**src/rtl/interval_timer_if.sv**
```systemverilog
// Signals between the interval timer, its controller and the time-parameter block.
interface interval_timer_if;
  logic       start;         // one-cycle request from the controller
  logic [1:0] interval_req;  // requested interval code
  logic [1:0] interval;      // registered select to the parameter block
  logic [3:0] value;         // registered duration from the parameter block
  logic       busy;
  logic [3:0] remaining;
  logic       expired;
  logic       tick;

  // Environment side: controller plus parameter block.
  modport master (
    output start, interval_req, value,
    input  interval, busy, remaining, expired, tick
  );

  // Timer side.
  modport slave (
    input  start, interval_req, value,
    output interval, busy, remaining, expired, tick
  );
endinterface

```
**src/rtl/interval_timer.sv**
```systemverilog
// Interval timer: selects a duration code, fetches its length in seconds from the
// parameter block, counts it down using a built-in prescaler and pulses expired.
module interval_timer #(
  parameter int unsigned TICK_DIV = 100_000_000,  // clk cycles per 1 s tick, >= 2
  parameter int unsigned PW       = 27            // prescaler width, 2^PW >= TICK_DIV
) (
  input logic             clk,
  input logic             reset_n,
  interval_timer_if.slave tmr_if
);

  typedef enum logic [2:0] {StIdle, StFetch, StWait, StCount, StDone} state_e;

  state_e          state_q, state_d;
  logic [1:0]      interval_q, interval_d;
  logic [3:0]      remaining_q, remaining_d;
  logic [PW-1:0]   presc_q, presc_d;
  logic            tick_q, tick_d;
  logic            wrap;

  assign wrap = (presc_q == PW'(TICK_DIV - 1));

  // Next-state logic; a start in any state aborts and restarts from FETCH.
  always_comb begin
    state_d     = state_q;
    interval_d  = interval_q;
    remaining_d = remaining_q;
    presc_d     = presc_q;
    tick_d      = 1'b0;
    if (tmr_if.start) begin
      interval_d  = tmr_if.interval_req;
      state_d     = StFetch;
      presc_d     = '0;
      remaining_d = '0;
    end else begin
      unique case (state_q)
        StIdle: ;
        // Parameter block registers value for the new select during this cycle.
        StFetch: state_d = StWait;
        StWait: begin
          remaining_d = tmr_if.value;
          presc_d     = '0;
          state_d     = (tmr_if.value == 4'd0) ? StDone : StCount;
        end
        StCount: begin
          if (wrap) begin
            presc_d = '0;
            tick_d  = 1'b1;
            if (remaining_q <= 4'd1) begin
              remaining_d = '0;
              state_d     = StDone;
            end else begin
              remaining_d = remaining_q - 4'd1;
            end
          end else begin
            presc_d = presc_q + PW'(1);
          end
        end
        StDone:  state_d = StIdle;
        default: state_d = StIdle;
      endcase
    end
  end

  // State registers with asynchronous active-low reset.
  always_ff @(posedge clk or negedge reset_n) begin
    if (!reset_n) begin
      state_q     <= StIdle;
      interval_q  <= 2'b00;
      remaining_q <= 4'd0;
      presc_q     <= '0;
      tick_q      <= 1'b0;
    end else begin
      state_q     <= state_d;
      interval_q  <= interval_d;
      remaining_q <= remaining_d;
      presc_q     <= presc_d;
      tick_q      <= tick_d;
    end
  end

  // Moore outputs.
  always_comb begin
    tmr_if.interval  = interval_q;
    tmr_if.remaining = remaining_q;
    tmr_if.tick      = tick_q;
    tmr_if.busy      = (state_q == StFetch) || (state_q == StWait) || (state_q == StCount);
    tmr_if.expired   = (state_q == StDone);
  end

endmodule

```
**src/flat_wrapper.sv**
```systemverilog
// flat-port wrapper written by rule: the top's interface ports become plain ports
module interval_timer_flat 
#(
  parameter int unsigned TICK_DIV = 100_000_000,                                  
  parameter int unsigned PW       = 27                                                
)
  (clk, reset_n, tmr_if_start, tmr_if_interval_req, tmr_if_value, tmr_if_interval, tmr_if_busy, tmr_if_remaining, tmr_if_expired, tmr_if_tick);
  interval_timer_if tmr_if_i ();
  input logic clk;
  input logic reset_n;
  input wire logic [$bits(tmr_if_i.start)-1:0] tmr_if_start;
  input wire logic [$bits(tmr_if_i.interval_req)-1:0] tmr_if_interval_req;
  input wire logic [$bits(tmr_if_i.value)-1:0] tmr_if_value;
  output wire logic [$bits(tmr_if_i.interval)-1:0] tmr_if_interval;
  output wire logic [$bits(tmr_if_i.busy)-1:0] tmr_if_busy;
  output wire logic [$bits(tmr_if_i.remaining)-1:0] tmr_if_remaining;
  output wire logic [$bits(tmr_if_i.expired)-1:0] tmr_if_expired;
  output wire logic [$bits(tmr_if_i.tick)-1:0] tmr_if_tick;
  assign tmr_if_i.start = tmr_if_start;
  assign tmr_if_i.interval_req = tmr_if_interval_req;
  assign tmr_if_i.value = tmr_if_value;
  assign tmr_if_interval = tmr_if_i.interval;
  assign tmr_if_busy = tmr_if_i.busy;
  assign tmr_if_remaining = tmr_if_i.remaining;
  assign tmr_if_expired = tmr_if_i.expired;
  assign tmr_if_tick = tmr_if_i.tick;
  interval_timer #(.TICK_DIV(TICK_DIV), .PW(PW)) u_core (.clk(clk), .reset_n(reset_n), .tmr_if(tmr_if_i));
endmodule
```
**config.mk**
```make
export PLATFORM = sky130hd
export DESIGN_NAME = interval_timer_flat
export DESIGN_NICKNAME = d
export VERILOG_FILES = /design/src/rtl/interval_timer_if.sv /design/src/rtl/interval_timer.sv /design/src/flat_wrapper.sv
export SDC_FILE = /design/constraint.sdc
export NUM_CORES = 1
export LEC_CHECK = 0
export CELL_PAD_IN_SITES_DETAIL_PLACEMENT = 1
export CELL_PAD_IN_SITES_GLOBAL_PLACEMENT = 2
export CORE_MARGIN = 1.5
export CORE_UTILIZATION = 35
export DETAILED_ROUTE_END_ITERATION = 7
export PLACE_DENSITY_LB_ADDON = 0.1
export SLEW_MARGIN = 20
export SYNTH_ARGS = -nofsm -noshare
export SYNTH_HDL_FRONTEND = slang
export SYNTH_SLANG_ARGS = --single-unit
export TNS_END_PERCENT = 50
```
**constraint.sdc**
```tcl
create_clock -name clk -period 2.45 [get_ports clk]
set_input_delay 0.3675 -clock clk [delete_from_list [all_inputs] [get_ports clk]]
set_output_delay 0.3675 -clock clk [all_outputs]
set_load 0.005 [all_outputs]
```
==> results by group, run 1 <==
Status
  – Status: completed

Clock tree
  – Clk buf depth: 2
  – Worst-path clk slew: 0.07 ns
  – Number of setup buffers added after CTS: 0
  – Clock tree root buffer cell: clkbuf_8
  – Sink Count: 37
  – Worst skew pair latency: 0.29 ns
  – CTS tree: done
  – Num CTS Buffers: 5
  – Cts hold-fix bufs: 0
  – # resized after CTS: 0
  – Depth of the CTS H-tree: 2

Route
  – Drt first pass iters: 4
  – Vias per Instance: 5.506
  – Initial DRC Count: 65
  – Routed wire length on met2: 2559 µm
  – Routed length per instance: 16.40 µm
  – Via Count: 1,795
  – Met1 WL: 2589 µm
  – Post-route ant nets: 0
  – Highest metal used: met4
  – Met3 WL: 155 µm
  – Routed WL: 5345 µm
  – # DRC: 0

STA
  – Slew headroom: 0.5496
  – Hold slack: 0.5093 ns
  – Tmin final: 2.187 ns
  – Fmax: 0.4572 GHz
  – Fin crit share: 0.8927
  – Finish-stage setup viols: 0
  – Slew of the pin with the lowest slew margin: 0.6756 ns
  – Worst Skew: 0.01022 ns
  – Setup TNS: 0 ns
  – Final hold violations: 0
  – RSZ-0062 raised after global routing: false
  – Final Slew Violations: 0
  – Final WS setup: 0.2630 ns

Placed design
  – Pre-CTS setup slack: 0.3289 ns
  – Post-DP Area: 2346 µm²
  – Final Wtd Congestion: 0.7862
  – DP Wirelength: 3918 µm
  – # port buffers: 17

Logic synthesis
  – Syn Area/Cell: 9.132 µm²
  – Number of synthesized flops with an enable pin: 0
  – Post-synth ARST share: 1.000
  – Post-synthesis cell type count: 42
  – Ys flop type: dfrtp_1
  – Mapped Area: 2018 µm²
  – Post-synth net total: 233
  – Sequential fraction of the synthesis area: 0.4588
  – Cells after Synth: 221
  – Synth area leaders: dfrtp_1 46%, nor2_1 6.5%, xnor2_1 6.5%
  – Post-synth top area cell: dfrtp_1
  – Post-synth top area share: 0.4588
  – Synth warn: 0
  – FF+latch count, synth: 37

Layout
  – Ant. Diodes: 0
  – Share of cells above drive strength 1: 0.09843
  – Most frequent cells in the layout: 37 x dfrtp_1, 35 x nor2_1, 22 x nand2_1, 17 x clkdlybuf4s50_1, 15 x xnor2_1
  – Nets@finish: 265
  – Layout area overhead: 22.01%
  – Most common cell after layout, fill and taps aside: dfrtp_1
  – Final Cell Area: 2462 µm²

Floorplanning
  – Die extent in y: 78.94 µm
  – Std-Cell Core Area: 5540 µm²
  – DIE AREA: 6231 µm²
  – Standard-cell rows: 27
  – Starting Density: 0.3643
  – I/O pin cnt: 18
  – Die span in x: 78.94 µm

Setup path
  – Crit. End Element: flip-flop
  – WP data arrival: 2.35 ns
  – Startpoint types: flip-flop
  – Max FO, Critical Path: 16
  – Data required, critical path: 2.62 ns
  – Worst setup path category: flip-flop to flip-flop

Pwr
  – Worst vdd ir: 229.4 µV
  – Pwr/cell area: 526.4 nW/µm²
  – Leakage power total: 0.9719 nW

Global routing
  – Total track usage: 0.1902
  – Vias in the first global route: 1,897
  – Initial antenna violation count: 0
  – First-pass GRT wire length: 9384 µm
  – Congestion Overflow GR: 0
  – Largest net degree at the start of global routing: 38

Hold path
  – Hold WC Path Type: input port to asynchronous set/reset pin

Job
  – Max-Cap Viols: 0
==> critical path: stages, from the launching register on <==
cell and delay [ns]:
dfrtp_1 0.47, or4b_1 0.57, nor4_1 0.32, a21oi_1 0.27, nand2_1 0.15, buf_4 0.22, nor2_1 0.07
==> flip-flops by register name, summed over array words and instances (netlist names) <==
signal,flops
u_core.state_q,3
u_core.tmr_if.interval,2
u_core.tmr_if.remaining,4
u_core.tmr_if.tick,1
u_core.presc_q,27
==> through the flow <==
| step | power, mW | instances | util |
|---|---|---|---|
| finish | 1.296 | 326 | 0.4444 |
| global route | 1.357 | 326 | 0.4444 |
| detailed placement | 0.7678 | 318 | 0.4234 |
| CTS | 1.322 | 326 | 0.4444 |
| floorplan | 0.7001 | 221 | - |
| global placement | 0.7633 | 318 | 0.4234 |
==> Yosys cell counts (4+ instances only) <==
cell type	number
a211oi_1	4
a21oi_1	4
a31oi_1	4
dfrtp_1	37
inv_1	8
mux2i_1	4
nand2_1	22
nand3_1	10
nand4_1	10
nor2_1	35
nor3_1	11
nor4_1	8
o21ai_0	7
xnor2_1	15
==> per-layer routing <==
| layer | global-route usage | vias up |
|---|---|---|
| met5 | 0 | - |
| met3 | 0.03218 | 5 |
| met2 | 0.3207 | 30 |
| li1 | - | 864 |
| met4 | 0.04211 | 0 |
| met1 | 0.2569 | 896 |
==> cells by family after synthesis <==
kind of cell             Yosys count  share of synthesized area
adder cells (fa/ha/maj)            3                    0.01860
multiplexers                       6                    0.03100
flip-flops                        37                     0.4588
AND/OR/NAND/NOR                  116                     0.2895
XOR/XNOR                          17                    0.07378
buffers and inverters             11                    0.02232
AO/OA/AOI/OAI                     31                     0.1060
==> worst paths after layout <==
check / from / to / slack [ns] / depth (start not counted)
worst max-delay path: u_core.presc_q[8] / u_core.presc_q[7] / 0.26 / 6
worst min-delay path: reset_n / u_core.tmr_if.remaining[1] / 0.51 / 2
worst max register to register: u_core.presc_q[8] / u_core.presc_q[7] / 0.26 / 6
worst min register to register: u_core.tmr_if.interval[1] / u_core.tmr_if.interval[1] / 0.53 / 1
max in group asynchronous: reset_n / u_core.presc_q[21] / 1.58 / 2
min in group clk: u_core.tmr_if.interval[1] / u_core.tmr_if.interval[1] / 0.53 / 1
==> layout make-up <==
class | instances | area, µm²
inverters | 8 | 30.03
clock inverters | 1 | 30.03
clock buffers | 7 | 86.33
flip-flops and latches | 37 | 925.9
multi-input cells | 173 | 1047
fillers | 667 | 3078
well taps | 72 | 90.09
repair buffers | 28 | 252.7
==> power breakdown <==
part / internal, mW / switching [mW] / leakage, nW
Sequential: 0.622 / 0.0119 / 0.505
Combinational: 0.0535 / 0.0664 / 0.408
Clock: 0.332 / 0.211 / 0.0585
(Power assumes the default switching activity.)
==> run 2: changes to the inputs <==
--- a/config.mk
+++ b/config.mk
@@ -7,8 +7,8 @@
 export LEC_CHECK = 0
 export CELL_PAD_IN_SITES_DETAIL_PLACEMENT = 1
 export CELL_PAD_IN_SITES_GLOBAL_PLACEMENT = 2
-export CORE_MARGIN = 1.5
 export CORE_UTILIZATION = 35
+export CTS_CLUSTER_SIZE = 25
 export DETAILED_ROUTE_END_ITERATION = 7
 export PLACE_DENSITY_LB_ADDON = 0.1
 export SLEW_MARGIN = 20
==> run 2 against run 1 <==
  * Flip-flop and latch count unchanged
  * Largest power group unchanged
  * Via count decreased by 0.11%
  * Design area decreased by 2.2%
  * Clock-buffer cell count decreased by 2
  * Setup slack improved by 0.039 ns
  * Highest routed layer unchanged
  * First-iteration DRC count increased by 17%
==> results by group, run 2 (synthesized netlist as in run 1, its figures left out) <==
Layout
  – Nets@finish: 264 (-0.38%)
  – Most common cell after layout, fill and taps aside: dfrtp_1
  – Most frequent cells in the layout: 37 x dfrtp_1, 35 x nor2_1, 22 x nand2_1, 16 x clkdlybuf4s50_1, 15 x xnor2_1
  – Sequential cell area: 925.9 µm² (unchanged)
  – Number of fill cells in the layout: 670 (+0.45%)
  – Largest register FFs: 27 (unchanged)
  – Layout area overhead: 19.28%
  – Ant. Diodes: 0 (unchanged)
  – Share of cells above drive strength 1: 0.09562 (-0.002808)
  – Largest Register: u_core.presc_q
  – Area of the multi-input gates: 1047 µm² (unchanged)

Clock tree
  – Depth of the CTS H-tree: 2 (unchanged)
  – # resized after CTS: 0 (unchanged)
  – Worst skew pair latency: 0.29 ns (about the same)
  – Worst-path clk slew: 0.07 ns (about the same)
  – CTS tree: done
  – Number of setup buffers added after CTS: 0 (unchanged)
  – Sink Count: 37 (unchanged)
  – Num CTS Buffers: 5 (unchanged)
  – Clock tree root buffer cell: clkbuf_8
  – Cts hold-fix bufs: 0 (unchanged)
  – Clk buf depth: 2 (unchanged)

STA
  – Hold slack: 0.1874 ns (-0.3219 ns)
  – Final hold violations: 0 (unchanged)
  – Finish-stage setup viols: 0 (unchanged)
  – Tmin final: 2.148 ns (-0.03943 ns)
  – Fmax: 0.4656 GHz (+1.8%)
  – Slew of the pin with the lowest slew margin: 0.8643 ns (+0.1887 ns)
  – RSZ-0062 raised after global routing: false
  – Final WS setup: 0.3024 ns (+0.03943 ns)
  – Setup TNS: 0 ns (unchanged)
  – Fin crit share: 0.8766 (-0.01609)
  – Final Slew Violations: 0 (unchanged)
  – Worst Skew: 0.007534 ns (-0.002685 ns)
  – Slew headroom: 0.4238 (-0.1258)

Setup path
  – Slowest CP cell: or4b_1
  – Cell Chain, Critical Path: or4b_1 > nor4_1 > a21oi_1 > a211oi_1 > a211oi_1
  – Crit path max-delay family: simple AND/OR/NAND/NOR gates
  – Worst setup path category: flip-flop to flip-flop
  – Critical Path Max Stage Delay: 0.57 ns (about the same)
  – Data required, critical path: 2.60 ns (-0.02 ns)
  – Critical path buffer and inverter count: 0 (-1)
  – Max FO, Critical Path: 7 (-9)
  – WP data arrival: 2.29 ns (-0.06 ns)
  – Crit-path most repeated cell: a211oi_1
  – Startpoint types: flip-flop
  – Crit. End Element: flip-flop

Pwr
  – Leakage power total: 0.9486 nW (-2.4%)
  – Worst vdd ir: 251.1 µV (+9.5%)
  – Pwr/cell area: 477.2 nW/µm² (-9.4%)

Floorplanning
  – Standard-cell rows: 27 (unchanged)
  – Die span in x: 77.94 µm (-1.3%)
  – Std-Cell Core Area: 5540 µm² (unchanged)
  – Die extent in y: 77.94 µm (-1.3%)
  – I/O pin cnt: 18 (unchanged)
  – DIE AREA: 6074 µm² (-2.5%)
  – Starting Density: 0.3643 (unchanged)

Job
  – Max-Cap Viols: 0 (unchanged)

Global routing
  – Largest net degree at the start of global routing: 38 (unchanged)
  – Total track usage: 0.2027 (+0.01247)
  – Vias in the first global route: 1,937 (+2.1%)
  – First-pass GRT wire length: 9604 µm (+2.3%)
  – Initial antenna violation count: 0 (unchanged)
  – Congestion Overflow GR: 0 (unchanged)

Placed design
  – Pre-CTS setup slack: 0.2863 ns (-0.04266 ns)
  – DP Wirelength: 4005 µm (+2.2%)
  – Final Wtd Congestion: 0.7762 (-1.3%)
  – # port buffers: 17 (unchanged)

Route
  – Initial DRC Count: 76 (+17%)
  – Routed length per instance: 16.78 µm (+2.3%)
  – Post-route ant nets: 0 (unchanged)
  – # DRC: 0 (unchanged)
  – Vias per Instance: 5.551 (+0.82%)
  – Via Count: 1,793 (-0.11%)
  – Drt first pass iters: 4 (unchanged)
  – Routed WL: 5419 µm (+1.4%)

Status
  – Status: completed

Hold path
  – Hold WC Path Type: input port to asynchronous set/reset pin
[run 2: changes by cell type in the layout (fill, tap and decap cells not counted), sizes merged]
cell and delta:
bufinv -1, clkdlybuf4s50 -1, clkinv +1, clkbuf -2
[run 2: stage by stage]
| step | instance area, µm² | power [mW] | std cells | utilization |
|---|---|---|---|---|
| global route | 2407 | 1.204 | 323 | 0.4345 |
| CTS | 2407 | 1.165 | 323 | 0.4345 |
| detailed placement | 2333 | 0.7675 | 317 | 0.4212 |
| finish | 2407 | 1.149 | 323 | 0.4345 |
| floorplan | 2018 | 0.7001 | 221 | - |
| global placement | 2333 | 0.7615 | 317 | 0.4212 |
[run 2: worst paths after layout]
check / from / to / slack [ns] / depth (start not counted)
max in group asynchronous: reset_n / u_core.presc_q[24] / 1.71 / 1
min in group clk: u_core.tmr_if.interval[0] / u_core.tmr_if.interval[0] / 0.52 / 1
max reg2reg: u_core.presc_q[8] / u_core.tmr_if.remaining[1] / 0.30 / 5
max: u_core.presc_q[8] / u_core.tmr_if.remaining[1] / 0.30 / 5
min: reset_n / u_core.tmr_if.remaining[0] / 0.19 / 1
min reg2reg: u_core.tmr_if.interval[0] / u_core.tmr_if.interval[0] / 0.52 / 1
[run 2: worst register-to-register path, stage by stage (launching register included)]
cell	delay (ns)
dfrtp_1	0.47
or4b_1	0.57
nor4_1	0.30
a21oi_1	0.26
a211oi_1	0.34
a211oi_1	0.08
[run 2: per-layer routing]
layer	wire, µm	vias up	track usage	part of all wire
met2	2528	32	0.3265	0.47
met5	0	-	0	0
met4	53	0	0.06111	0.0098
met1	2637	894	0.2751	0.49
li1	-	860	-	-
met3	200	7	0.03882	0.037
[run 2: final cells by class]
cell class,instances,area share
multi-input combinational,173,0.4350
sequential,37,0.3846
timing repair buffer,27,0.09979
tap,72,0.03742
clock buffer,5,0.02859
inverter,8,0.01247
clock inverter,1,0.002079
[run 2: where the power goes]
| part | switching, mW | leakage, nW | internal (mW) |
|---|---|---|---|
| combinational | 0.0665 | 0.403 | 0.0516 |
| clock | 0.209 | 0.0399 | 0.187 |
| sequential | 0.0125 | 0.505 | 0.622 |
| total | 0.288 | 0.949 | 0.861 |
==> run 3: changes to the inputs <==
--- a/config.mk
+++ b/config.mk
@@ -10,8 +10,8 @@
 export CORE_UTILIZATION = 35
 export CTS_CLUSTER_SIZE = 25
 export DETAILED_ROUTE_END_ITERATION = 7
+export GPL_TIMING_DRIVEN = 0
 export PLACE_DENSITY_LB_ADDON = 0.1
-export SLEW_MARGIN = 20
 export SYNTH_ARGS = -nofsm -noshare
 export SYNTH_HDL_FRONTEND = slang
 export SYNTH_SLANG_ARGS = --single-unit
==> run 3 against run 2 <==
  * Flip-flop and latch count stayed put
  * Maximum frequency is 7.5% lower
  * Routed wire length is 7.7% lower
  * Power is 13% higher
  * Critical path type unchanged
  * Largest cell class unchanged
  * Largest power group unchanged
  * Highest routed layer unchanged
==> results by group, run 3 (synthesized netlist as in run 1, its figures left out) <==
Global routing
  – First-pass GRT wire length: 8797 µm (-8.4%)
  – Vias in the first global route: 1,742 (-10%)
  – Initial antenna violation count: 0 (unchanged)
  – Congestion Overflow GR: 0 (unchanged)
  – Largest net degree at the start of global routing: 38 (unchanged)
  – Total track usage: 0.1841 (-0.01854)

Layout
  – Nets@finish: 256 (-3.0%)
  – Largest Register: u_core.presc_q
  – Largest register FFs: 27 (unchanged)
  – Final Non-Filler Cells: 317 (-1.9%)
  – Most common cell after layout, fill and taps aside: dfrtp_1
  – Most frequent cells in the layout: 37 x dfrtp_1, 35 x nor2_1, 21 x nand2_1, 15 x xnor2_1, 15 x clkdlybuf4s50_1
  – Final Core Density: 0.4329 (-0.001581)
  – Ant. Diodes: 0 (unchanged)
  – Share of cells above drive strength 1: 0.08163 (-0.01398)
  – Layout area overhead: 18.85%

Status
  – Status: completed

Route
  – Initial DRC Count: 53 (-30%)
  – Post-route ant nets: 0 (unchanged)
  – Highest metal used: met4
  – Vias per Instance: 5.476 (-1.3%)
  – Met3 WL: 124 µm (-38%)
  – Via Count: 1,736 (-3.2%)
  – Routed length per instance: 15.79 µm (-5.9%)
  – Drt first pass iters: 4 (unchanged)
  – Routed wire length on met2: 2262 µm (-11%)
  – Routed WL: 5004 µm (-7.7%)
  – Met1 WL: 2581 µm (-2.1%)
  – # DRC: 0 (unchanged)

STA
  – Slew headroom: 0.4328 (+0.008968)
  – Final WS setup: 0.1290 ns (-0.1734 ns)
  – Tmin final: 2.321 ns (+0.1734 ns)
  – Finish-stage setup viols: 0 (unchanged)
  – Final Slew Violations: 0 (unchanged)
  – Final hold violations: 0 (unchanged)
  – Fin crit share: 0.9473 (+0.07077)
  – Worst Skew: 0.004014 ns (-0.003520 ns)
  – Hold slack: 0.1859 ns (-0.001460 ns)
  – Slew of the pin with the lowest slew margin: 0.8509 ns (-0.01345 ns)
  – Fmax: 0.4309 GHz (-7.5%)

Clock tree
  – Num CTS Buffers: 5 (unchanged)
  – Worst skew pair latency: 0.28 ns (about the same)
  – Clock tree root buffer cell: clkbuf_8
  – Depth of the CTS H-tree: 2 (unchanged)
  – Worst-path clk slew: 0.07 ns (about the same)
  – Number of setup buffers added after CTS: 0 (unchanged)
  – Sink Count: 37 (unchanged)
  – Cts hold-fix bufs: 0 (unchanged)
  – CTS tree: done
  – Clk buf depth: 2 (unchanged)

Setup path
  – RR Endpoint: u_core.presc_q[18]
  – Startpoint types: flip-flop
  – WP data arrival: 2.49 ns (+0.20 ns)
  – Worst setup path category: flip-flop to flip-flop
  – Worst R2R Start: u_core.presc_q[8]
  – Data required, critical path: 2.62 ns (+0.02 ns)
  – Crit. End Element: flip-flop
  – Reg2reg setup slack: 0.13 ns (-0.17 ns)
  – Worst Setup EP: u_core.presc_q[18]
  – Critical Path Start: u_core.presc_q[8]
  – Max FO, Critical Path: 10 (+3)
  – R2R depth: 6 (+1)

Placed design
  – Final Wtd Congestion: 0.7602 (-2.1%)
  – Placed Cells: 309 (-2.5%)
  – DP Wirelength: 3623 µm (-9.5%)
  – # port buffers: 16 (-1)
  – Pre-CTS setup slack: 0.1061 ns (-0.1801 ns)

Floorplanning
  – Die span in x: 77.94 µm (unchanged)
  – Starting Density: 0.3643 (unchanged)
  – DIE AREA: 6074 µm² (unchanged)
  – Die extent in y: 77.94 µm (unchanged)
  – Std-Cell Core Area: 5540 µm² (unchanged)
  – Standard-cell rows: 27 (unchanged)
  – I/O pin cnt: 18 (unchanged)

Pwr
  – Total Power: 1.293 mW (+13%)
  – Pwr/cell area: 539.0 nW/µm² (+13%)
  – Worst vdd ir: 180.5 µV (-28%)
  – Leakage power total: 0.9206 nW (-2.9%)

Hold path
  – Hold WC Path Type: input port to asynchronous set/reset pin

Job
  – Max-Cap Viols: 0 (unchanged)
[run 3: repair_timing]
action	in CTS	in global routing
hold endpoints to repair	0	0
gates resized for setup	0	4
setup endpoints to repair	0	19
[run 3: through the flow]
step	instance area, µm²	TNS (ns)
3_3_place_gp	2268	0
3_5_place_dp	2263	0
5_1_grt	2399	-0.001060
2_1_floorplan	2018	0
4_1_cts	2380	0
6_report	2399	0
[run 3: worst min path at each step]
stage	end	slack (ns)	start	cells past startpoint
CTS	u_core.tmr_if.remaining[0]	0.22	reset_n	1
global route	u_core.tmr_if.remaining[0]	0.26	reset_n	1
finish	u_core.tmr_if.remaining[0]	0.19	reset_n	1
floorplan	u_core.presc_q[0]	0.07	reset_n	0
global placement	u_core.tmr_if.interval[0]	0.49	u_core.tmr_if.interval[0]	1
detailed placement	u_core.tmr_if.interval[0]	0.50	u_core.tmr_if.interval[0]	1
[run 3: worst max-delay path, cell delays in order, from the launching register on]
cell	delay, ns
dfrtp_1	0.48
or4b_1	0.60
nor4_1	0.34
a21oi_1	0.29
nand2_2	0.23
buf_4	0.20
nor2_1	0.07
[run 3: power breakdown]
group	internal, mW	leakage [nW]	switching [mW]
logic	0.0476	0.357	0.0660
clock network	0.332	0.0585	0.214
registers	0.622	0.505	0.0119
[run 3: layer usage]
layer,up-vias,GRT usage
li1,843,-
met1,869,0.2650
met2,20,0.2867
met3,4,0.03176
met4,0,0.04444
met5,-,0
[run 3: cell type report]
type,count,area [µm²]
Tap cell,72,90.09
Buffer,3,15.01
Inverter,8,30.03
Fill cell,668,3142
Clock inverter,1,30.03
Multi-Input combinational cell,173,1066
Sequential cell,37,925.9
Clock buffer,7,86.33
Timing Repair Buffer,16,155.1
